===== config.mk =====
export PLATFORM = sky130hd
export DESIGN_NAME = mux_scan_ctrl_flat
export DESIGN_NICKNAME = d
export VERILOG_FILES = /design/src/rtl/mux_scan_pkg.sv /design/src/rtl/mux_scan_if.sv /design/src/rtl/mux_next_ch.sv /design/src/rtl/mux_scan_ctrl.sv /design/src/flat_wrapper.sv
export SDC_FILE = /design/constraint.sdc
export NUM_CORES = 1
export LEC_CHECK = 0
export ABC_AREA = 1
export CAP_MARGIN = 40
export CELL_PAD_IN_SITES_DETAIL_PLACEMENT = 1
export CELL_PAD_IN_SITES_GLOBAL_PLACEMENT = 2
export CORE_MARGIN = 8
export CORE_UTILIZATION = 35
export CTS_BUF_LIST = sky130_fd_sc_hd__clkbuf_8
export CTS_CLUSTER_SIZE = 12
export DETAILED_ROUTE_END_ITERATION = 6
export GPL_TIMING_DRIVEN = 0
export PLACE_DENSITY_LB_ADDON = 0.1
export SETUP_SLACK_MARGIN = 0.4
export SLEW_MARGIN = 20
export SYNTH_ARGS = -nofsm -noshare
export SYNTH_HDL_FRONTEND = slang
export SYNTH_HIERARCHICAL = 1
export SYNTH_SLANG_ARGS = --single-unit
export TNS_END_PERCENT = 100

===== constraint.sdc =====
create_clock -name clk -period 3.99 [get_ports clk]
set_clock_uncertainty 0.15 [all_clocks]
set_input_delay 0.798 -clock clk [delete_from_list [all_inputs] [get_ports clk]]
set_output_delay 0.798 -clock clk [all_outputs]
set_load 0.005 [all_outputs]

===== src/rtl/mux_scan_pkg.sv =====
// mux_scan_pkg: shared widths and state encoding for the mux scan controller
package mux_scan_pkg;
  localparam int NUM_CH = 4;
  localparam int CH_W = 2;
  typedef enum logic {IDLE = 1'b0, DWELL = 1'b1} state_t;
endpackage


===== src/rtl/mux_scan_if.sv =====
// mux_scan_if: control, mux-facing and sample-stream signals of the scan controller
interface mux_scan_if #(parameter int DWELL_W = 8) ();
  logic start;
  logic stop;
  logic mode;
  logic [3:0] mask;
  logic [DWELL_W-1:0] dwell;
  logic result;
  logic [1:0] select;
  logic sample_valid;
  logic [1:0] sample_ch;
  logic sample_bit;
  logic [3:0] snapshot;
  logic busy;
  logic done;
  modport master (
    input start, stop, mode, mask, dwell, result,
    output select, sample_valid, sample_ch, sample_bit, snapshot, busy, done
  );
  modport slave (
    output start, stop, mode, mask, dwell, result,
    input select, sample_valid, sample_ch, sample_bit, snapshot, busy, done
  );
endinterface


===== src/rtl/mux_next_ch.sv =====
// mux_next_ch: circular priority finder over the channel enable mask
module mux_next_ch import mux_scan_pkg::*; (
  input  logic [NUM_CH-1:0] mask,
  input  logic [CH_W-1:0]   cur,
  output logic [CH_W-1:0]   nxt,
  output logic              last,
  output logic [CH_W-1:0]   first
);
  always_comb begin
    nxt = cur;
    first = '0;
    last = 1'b1;
    for (int i = NUM_CH - 1; i >= 0; i--) if (mask[i]) first = CH_W'(i);
    // smallest forward offset wins; offset 0 (cur itself) is the fallback
    for (int i = NUM_CH - 1; i >= 1; i--) if (mask[cur + CH_W'(i)]) nxt = cur + CH_W'(i);
    for (int i = 0; i < NUM_CH; i++) if (mask[i] && i > int'(cur)) last = 1'b0;
  end
endmodule


===== src/rtl/mux_scan_ctrl.sv =====
// mux_scan_ctrl: round-robin scan of a 4:1 mux with per-channel dwell and sample capture
module mux_scan_ctrl import mux_scan_pkg::*; #(
  parameter int DWELL_W = 8
) (
  input logic clk,
  input logic rst_n,
  mux_scan_if.master bus
);
  state_t state, state_n;
  logic [CH_W-1:0] sel, sel_n, sch, sch_n, nxt, first;
  logic [DWELL_W-1:0] cnt, cnt_n, dwell_l, dwell_n;
  logic [NUM_CH-1:0] mask_l, mask_n, snap, snap_n, fmask;
  logic mode_l, mode_n, sv, sv_n, sbit, sbit_n, busy, busy_n, done, done_n, last;
  // idle looks at the live mask to pick the start channel, scanning uses the latched one
  assign fmask = state == IDLE ? bus.mask : mask_l;
  mux_next_ch u_next (.mask(fmask), .cur(sel), .nxt, .last, .first);
  always_comb begin
    state_n = state;
    sel_n = sel;
    cnt_n = cnt;
    mask_n = mask_l;
    dwell_n = dwell_l;
    mode_n = mode_l;
    sv_n = 1'b0;
    done_n = 1'b0;
    sch_n = sch;
    sbit_n = sbit;
    snap_n = snap;
    busy_n = busy;
    if (bus.stop) begin
      state_n = IDLE;
      busy_n = 1'b0;
    end else if (state == IDLE) begin
      if (bus.start && |bus.mask) begin
        mask_n = bus.mask;
        dwell_n = bus.dwell;
        mode_n = bus.mode;
        sel_n = first;
        cnt_n = '0;
        state_n = DWELL;
        busy_n = 1'b1;
      end
    end else if (cnt != dwell_l) begin
      cnt_n = cnt + 1'b1;
    end else begin
      cnt_n = '0;
      sv_n = 1'b1;
      sch_n = sel;
      sbit_n = bus.result;
      snap_n[sel] = bus.result;
      sel_n = last && !mode_l ? sel : nxt;
      done_n = last;
      state_n = last && !mode_l ? IDLE : DWELL;
      busy_n = !(last && !mode_l);
    end
  end
  always_ff @(posedge clk or negedge rst_n)
    if (!rst_n) begin
      state <= IDLE;
      sel <= '0;
      cnt <= '0;
      mask_l <= '0;
      dwell_l <= '0;
      mode_l <= 1'b0;
      sv <= 1'b0;
      done <= 1'b0;
      sch <= '0;
      sbit <= 1'b0;
      snap <= '0;
      busy <= 1'b0;
    end else begin
      state <= state_n;
      sel <= sel_n;
      cnt <= cnt_n;
      mask_l <= mask_n;
      dwell_l <= dwell_n;
      mode_l <= mode_n;
      sv <= sv_n;
      done <= done_n;
      sch <= sch_n;
      sbit <= sbit_n;
      snap <= snap_n;
      busy <= busy_n;
    end
  assign bus.select = sel;
  assign bus.sample_valid = sv;
  assign bus.sample_ch = sch;
  assign bus.sample_bit = sbit;
  assign bus.snapshot = snap;
  assign bus.busy = busy;
  assign bus.done = done;
endmodule

===== src/flat_wrapper.sv =====
// flat-port wrapper written by rule: the top's interface ports become plain ports
module mux_scan_ctrl_flat import mux_scan_pkg::*;
#(
  parameter int DWELL_W = 8
)
  (clk, rst_n, bus_start, bus_stop, bus_mode, bus_mask, bus_dwell, bus_result, bus_select, bus_sample_valid, bus_sample_ch, bus_sample_bit, bus_snapshot, bus_busy, bus_done);
  mux_scan_if #(.DWELL_W(DWELL_W)) bus_i ();
  input logic clk;
  input logic rst_n;
  input wire logic [$bits(bus_i.start)-1:0] bus_start;
  input wire logic [$bits(bus_i.stop)-1:0] bus_stop;
  input wire logic [$bits(bus_i.mode)-1:0] bus_mode;
  input wire logic [$bits(bus_i.mask)-1:0] bus_mask;
  input wire logic [$bits(bus_i.dwell)-1:0] bus_dwell;
  input wire logic [$bits(bus_i.result)-1:0] bus_result;
  output wire logic [$bits(bus_i.select)-1:0] bus_select;
  output wire logic [$bits(bus_i.sample_valid)-1:0] bus_sample_valid;
  output wire logic [$bits(bus_i.sample_ch)-1:0] bus_sample_ch;
  output wire logic [$bits(bus_i.sample_bit)-1:0] bus_sample_bit;
  output wire logic [$bits(bus_i.snapshot)-1:0] bus_snapshot;
  output wire logic [$bits(bus_i.busy)-1:0] bus_busy;
  output wire logic [$bits(bus_i.done)-1:0] bus_done;
  assign bus_i.start = bus_start;
  assign bus_i.stop = bus_stop;
  assign bus_i.mode = bus_mode;
  assign bus_i.mask = bus_mask;
  assign bus_i.dwell = bus_dwell;
  assign bus_i.result = bus_result;
  assign bus_select = bus_i.select;
  assign bus_sample_valid = bus_i.sample_valid;
  assign bus_sample_ch = bus_i.sample_ch;
  assign bus_sample_bit = bus_i.sample_bit;
  assign bus_snapshot = bus_i.snapshot;
  assign bus_busy = bus_i.busy;
  assign bus_done = bus_i.done;
  mux_scan_ctrl #(.DWELL_W(DWELL_W)) u_core (.clk(clk), .rst_n(rst_n), .bus(bus_i));
endmodule

==> results.py <==
metrics = {
    "die": {
        "start_util_pct": 36.0,
        "die_h_um": 94.1,
        "fp.coreArea_mm2": 0.00592,
        "io_pins": 30,
        "die_w_um": 94.1,
        "dieArea_mm2": 0.00885,
        "fp-row-count": 28,
    },
    "timing": {
        "tns_ns": 0,
        "fin_ws_ns": 1.44,
        "post-route-min-period_ns": 2.55,
        "relSlewSlack_pct": 67.5,
        "final_max_slew_viol_count": 0,
        "fmax_mhz": 392,
        "setup_violations": 0,
        "hold-worst-slack_ns": 0.281,
        "rsz0062_at_grt": "false",
        "period_share_pct": 63.9,
        "tightestPinTransition_ns": 0.488,
        "timing_hold_violations_final": 0,
    },
    "cts": {
        "cts_sinks": 34,
        "clk_pin_slew_ns": 0.07,
        "cts_resized": 0,
        "cts_buffer_depth": 2,
        "ctsRootBufferMaster": "clkbuf_8",
        "htreeDepth": 2,
        "postCtsSetupBuffers": 0,
        "hold_buffers": 0,
        "numCtsBuffers": 5,
        "cts_tree": "yes",
        "worstSkewPairLatency_ns": 0.29,
    },
    "detailed_routing": {
        "first_pass_iters": 4,
        "wl_met3_um": 221,
        "highest_layer": "met4",
        "ant_nets": 0,
        "viasPerCell": 4.73,
        "vias": 1907,
        "wl_mm": 5.59,
        "drtIter0Drc": 49,
        "remaining_drc_errors": 0,
        "detail_route.wl_per_cell_um": 13.9,
        "wl_met2_mm": 2.61,
        "m1WireLength_mm": 2.71,
    },
    "global_routing": {
        "grtUsageTotal_pct": 13.8,
        "grt_pass1_wl_mm": 9.60,
        "grt_pass1_vias": 1987,
        "grt_max_degree": 21,
        "grt_overflow": 0,
        "antenna_found_initial": 0,
    },
    "critical_path": {
        "reg2reg_slack_ns": 1.52,
        "timing.critical_path.slowest_stage_cell": "clkdlybuf4s50_1",
        "required_ns": 4.02,
        "cp-startpoint": "bus_mask[3]",
        "critPathKind": "in2reg",
        "reg2reg_depth": 9,
        "cp_data_arrival_time_ns": 2.58,
        "path_cells": "clkdlybuf4s50_1 -> inv_1 -> o21ai_0 -> clkinv_1 -> nand2_1 -> nand3_1 -> nand2_1 -> inv_1 -> nand2_2 -> nand2_1 -> nand2_1 -> nand2_1 -> nand2_1 -> nand2_1 -> nand3_1 -> nand2_1",
        "cp_max_fo": 4,
        "max_stage_delay_ns": 0.45,
        "start_kind": "primary input",
        "r2r-end": "u_core/state$_DFF_PN0_",
        "r2r-start": "u_core/state$_DFF_PN0_",
        "crit_top_cell": "nand2_1",
        "end_kind": "flop",
        "cp-endpoint": "u_core/bus.select[0]$_DFFE_PN0P_",
    },
    "cells_and_area": {
        "nFillCells": 745,
        "fin_area_mm2": 0.00263,
        "area_growth_pct": 23.3,
        "nets": 349,
        "stdcell_count": 403,
        "fin_util_pct": 44.4,
        "diodes": 0,
        "drive_gt1_share_pct": 15.2,
    },
    "power": {
        "p_leak_nw": 1.29,
        "switchingPower_mw": 0.424,
        "ir_drop_mv": 0.191,
        "power_mw": 1.11,
        "swShare_pct": 38.1,
        "p_clk_share_pct": 24.1,
        "combPwrFrac_pct": 35.9,
        "powerDensity_mw_per_mm2": 423,
        "internal-power_mw": 0.688,
        "seqPwrFrac_pct": 40.1,
    },
    "synth": {
        "ys_ff_latch": 34,
        "synthArstFlopShare_pct": 100,
        "yosysWarnings": 6,
        "synth_area_per_cell_um2": 7.36,
        "syn_inst": 290,
        "yosysTopAreaCell": "dfrtp_1",
        "synthesis.area_mm2": 0.00213,
        "synth.most_common_cell": "nand2_1",
        "synth_edf_count": 0,
        "synth_fp_nets": 312,
        "yosys-top-cells-area": "dfrtp_1, nand2_1, o21ai_0",
        "dominantRegCellSynth": "dfrtp_1",
        "seq_area_frac_synth_pct": 39.9,
        "yosysTopAreaCellShare_pct": 39.9,
        "synthTopCellsByCount": "nand2_1, dfrtp_1, inv_1, o21ai_0, nand3_1",
        "synth.distinct_cells": 31,
    },
    "place": {
        "pre_cts_slack_ns": 1.09,
        "portBuffers": 29,
        "hpwl_mm": 4.26,
        "gp_congestion": 0.806,
        "place_area_mm2": 0.00254,
        "dp.cells": 395,
    },
    "job": {
        "maxCapViolations": 0,
    },
    "run_status": {
        "status": "finished clean",
    },
    "hold_path": {
        "hp-class": "in2async",
    },
}
-- flip-flops by register name (all words and copies together) (netlist names), 2 cells and up --
register	cells
u_core/dwell_l	8
u_core/mask_l	4
u_core/bus.select	2
u_core/bus.sample_ch	2
u_core/cnt	8
u_core/bus.snapshot	4
-- placed cells by master (no fill, tap or decap), drive strengths merged --
| cell | instances |
|---|---|
| buf | 6 |
| a21oi | 2 |
| a211oi | 2 |
| o22ai | 1 |
| clkdlybuf4s50 | 28 |
| ha | 4 |
| clkbuf | 7 |
| o21ai | 28 |
| nand2 | 108 |
| xnor2 | 2 |
| dfrtp | 34 |
| nor3 | 2 |
| xor2 | 4 |
| nand3 | 26 |
| nand4 | 8 |
| nand3b | 1 |
| clkinv | 3 |
| inv | 45 |
| nor2 | 17 |
-- routing by layer --
layer | vias to the layer above | global-route usage (%)
met5 | - | 0
met4 | 0 | 3.96
met3 | 5 | 4.08
met2 | 26 | 21.8
met1 | 885 | 17.7
li1 | 991 | -
-- worst min path at each step --
stage	from	end	slack [ns]
after global placement	u_core/bus.sample_bit$_DFFE_PN0P_	u_core/bus.sample_bit$_DFFE_PN0P_	0.32
after detailed placement	u_core/bus.snapshot[2]$_DFFE_PN0P_	u_core/bus.snapshot[2]$_DFFE_PN0P_	0.32
after CTS	rst_n	u_core/cnt[0]$_DFFE_PN0P_	0.29
after global routing	rst_n	u_core/dwell_l[4]$_DFFE_PN0P_	0.31
after floorplan	u_core/mask_l[0]$_DFFE_PN0P_	u_core/mask_l[0]$_DFFE_PN0P_	0.30
final	rst_n	u_core/cnt[0]$_DFFE_PN0P_	0.28
-- worst max-delay path, delay by kind of cell --
family	cells	cell delay, ns
AOI/OAI and AO/OA	1	0.29
buffers and inverters	4	0.77
and+or+nand+nor	11	0.70
-- cell type report --
| type | count | area [um^2] | share of cell area, % |
|---|---|---|---|
| inverter | 46 | 175 | 6.66 |
| multi-input combinational | 205 | 1070 | 40.5 |
| clock buffer | 6 | 82.6 | 3.14 |
| clock inverter | 2 | 8.76 | 0.333 |
| buffer | 5 | 41.3 | 1.57 |
| tap | 75 | 93.8 | 3.57 |
| sequential | 34 | 851 | 32.3 |
| timing repair buffer | 30 | 313 | 11.9 |
-- cells by family (layout without fill, tap and decap cells) --
| group | after synthesis | after routing | synth area share, % |
|---|---|---|---|
| flip-flops | 34 | 34 | 39.9 |
| XOR/XNOR | 6 | 6 | 2.46 |
| AO/OA/AOI/OAI | 33 | 33 | 8.03 |
| AND/OR/NAND/NOR | 162 | 162 | 37.1 |
| adder cells (fa/ha/maj) | 4 | 4 | 2.35 |
| buffers and inverters | 51 | 89 | 10.1 |
-- power groups by stage --
stage,sequential [mW],combinational [mW],clock [mW]
3_5_place_dp,0.454,0.404,0
5_1_grt,0.457,0.458,0.288
2_1_floorplan,0.439,0.283,0
3_3_place_gp,0.452,0.397,0
4_1_cts,0.447,0.407,0.277
6_report,0.446,0.399,0.268
(Power assumes the default switching activity.)
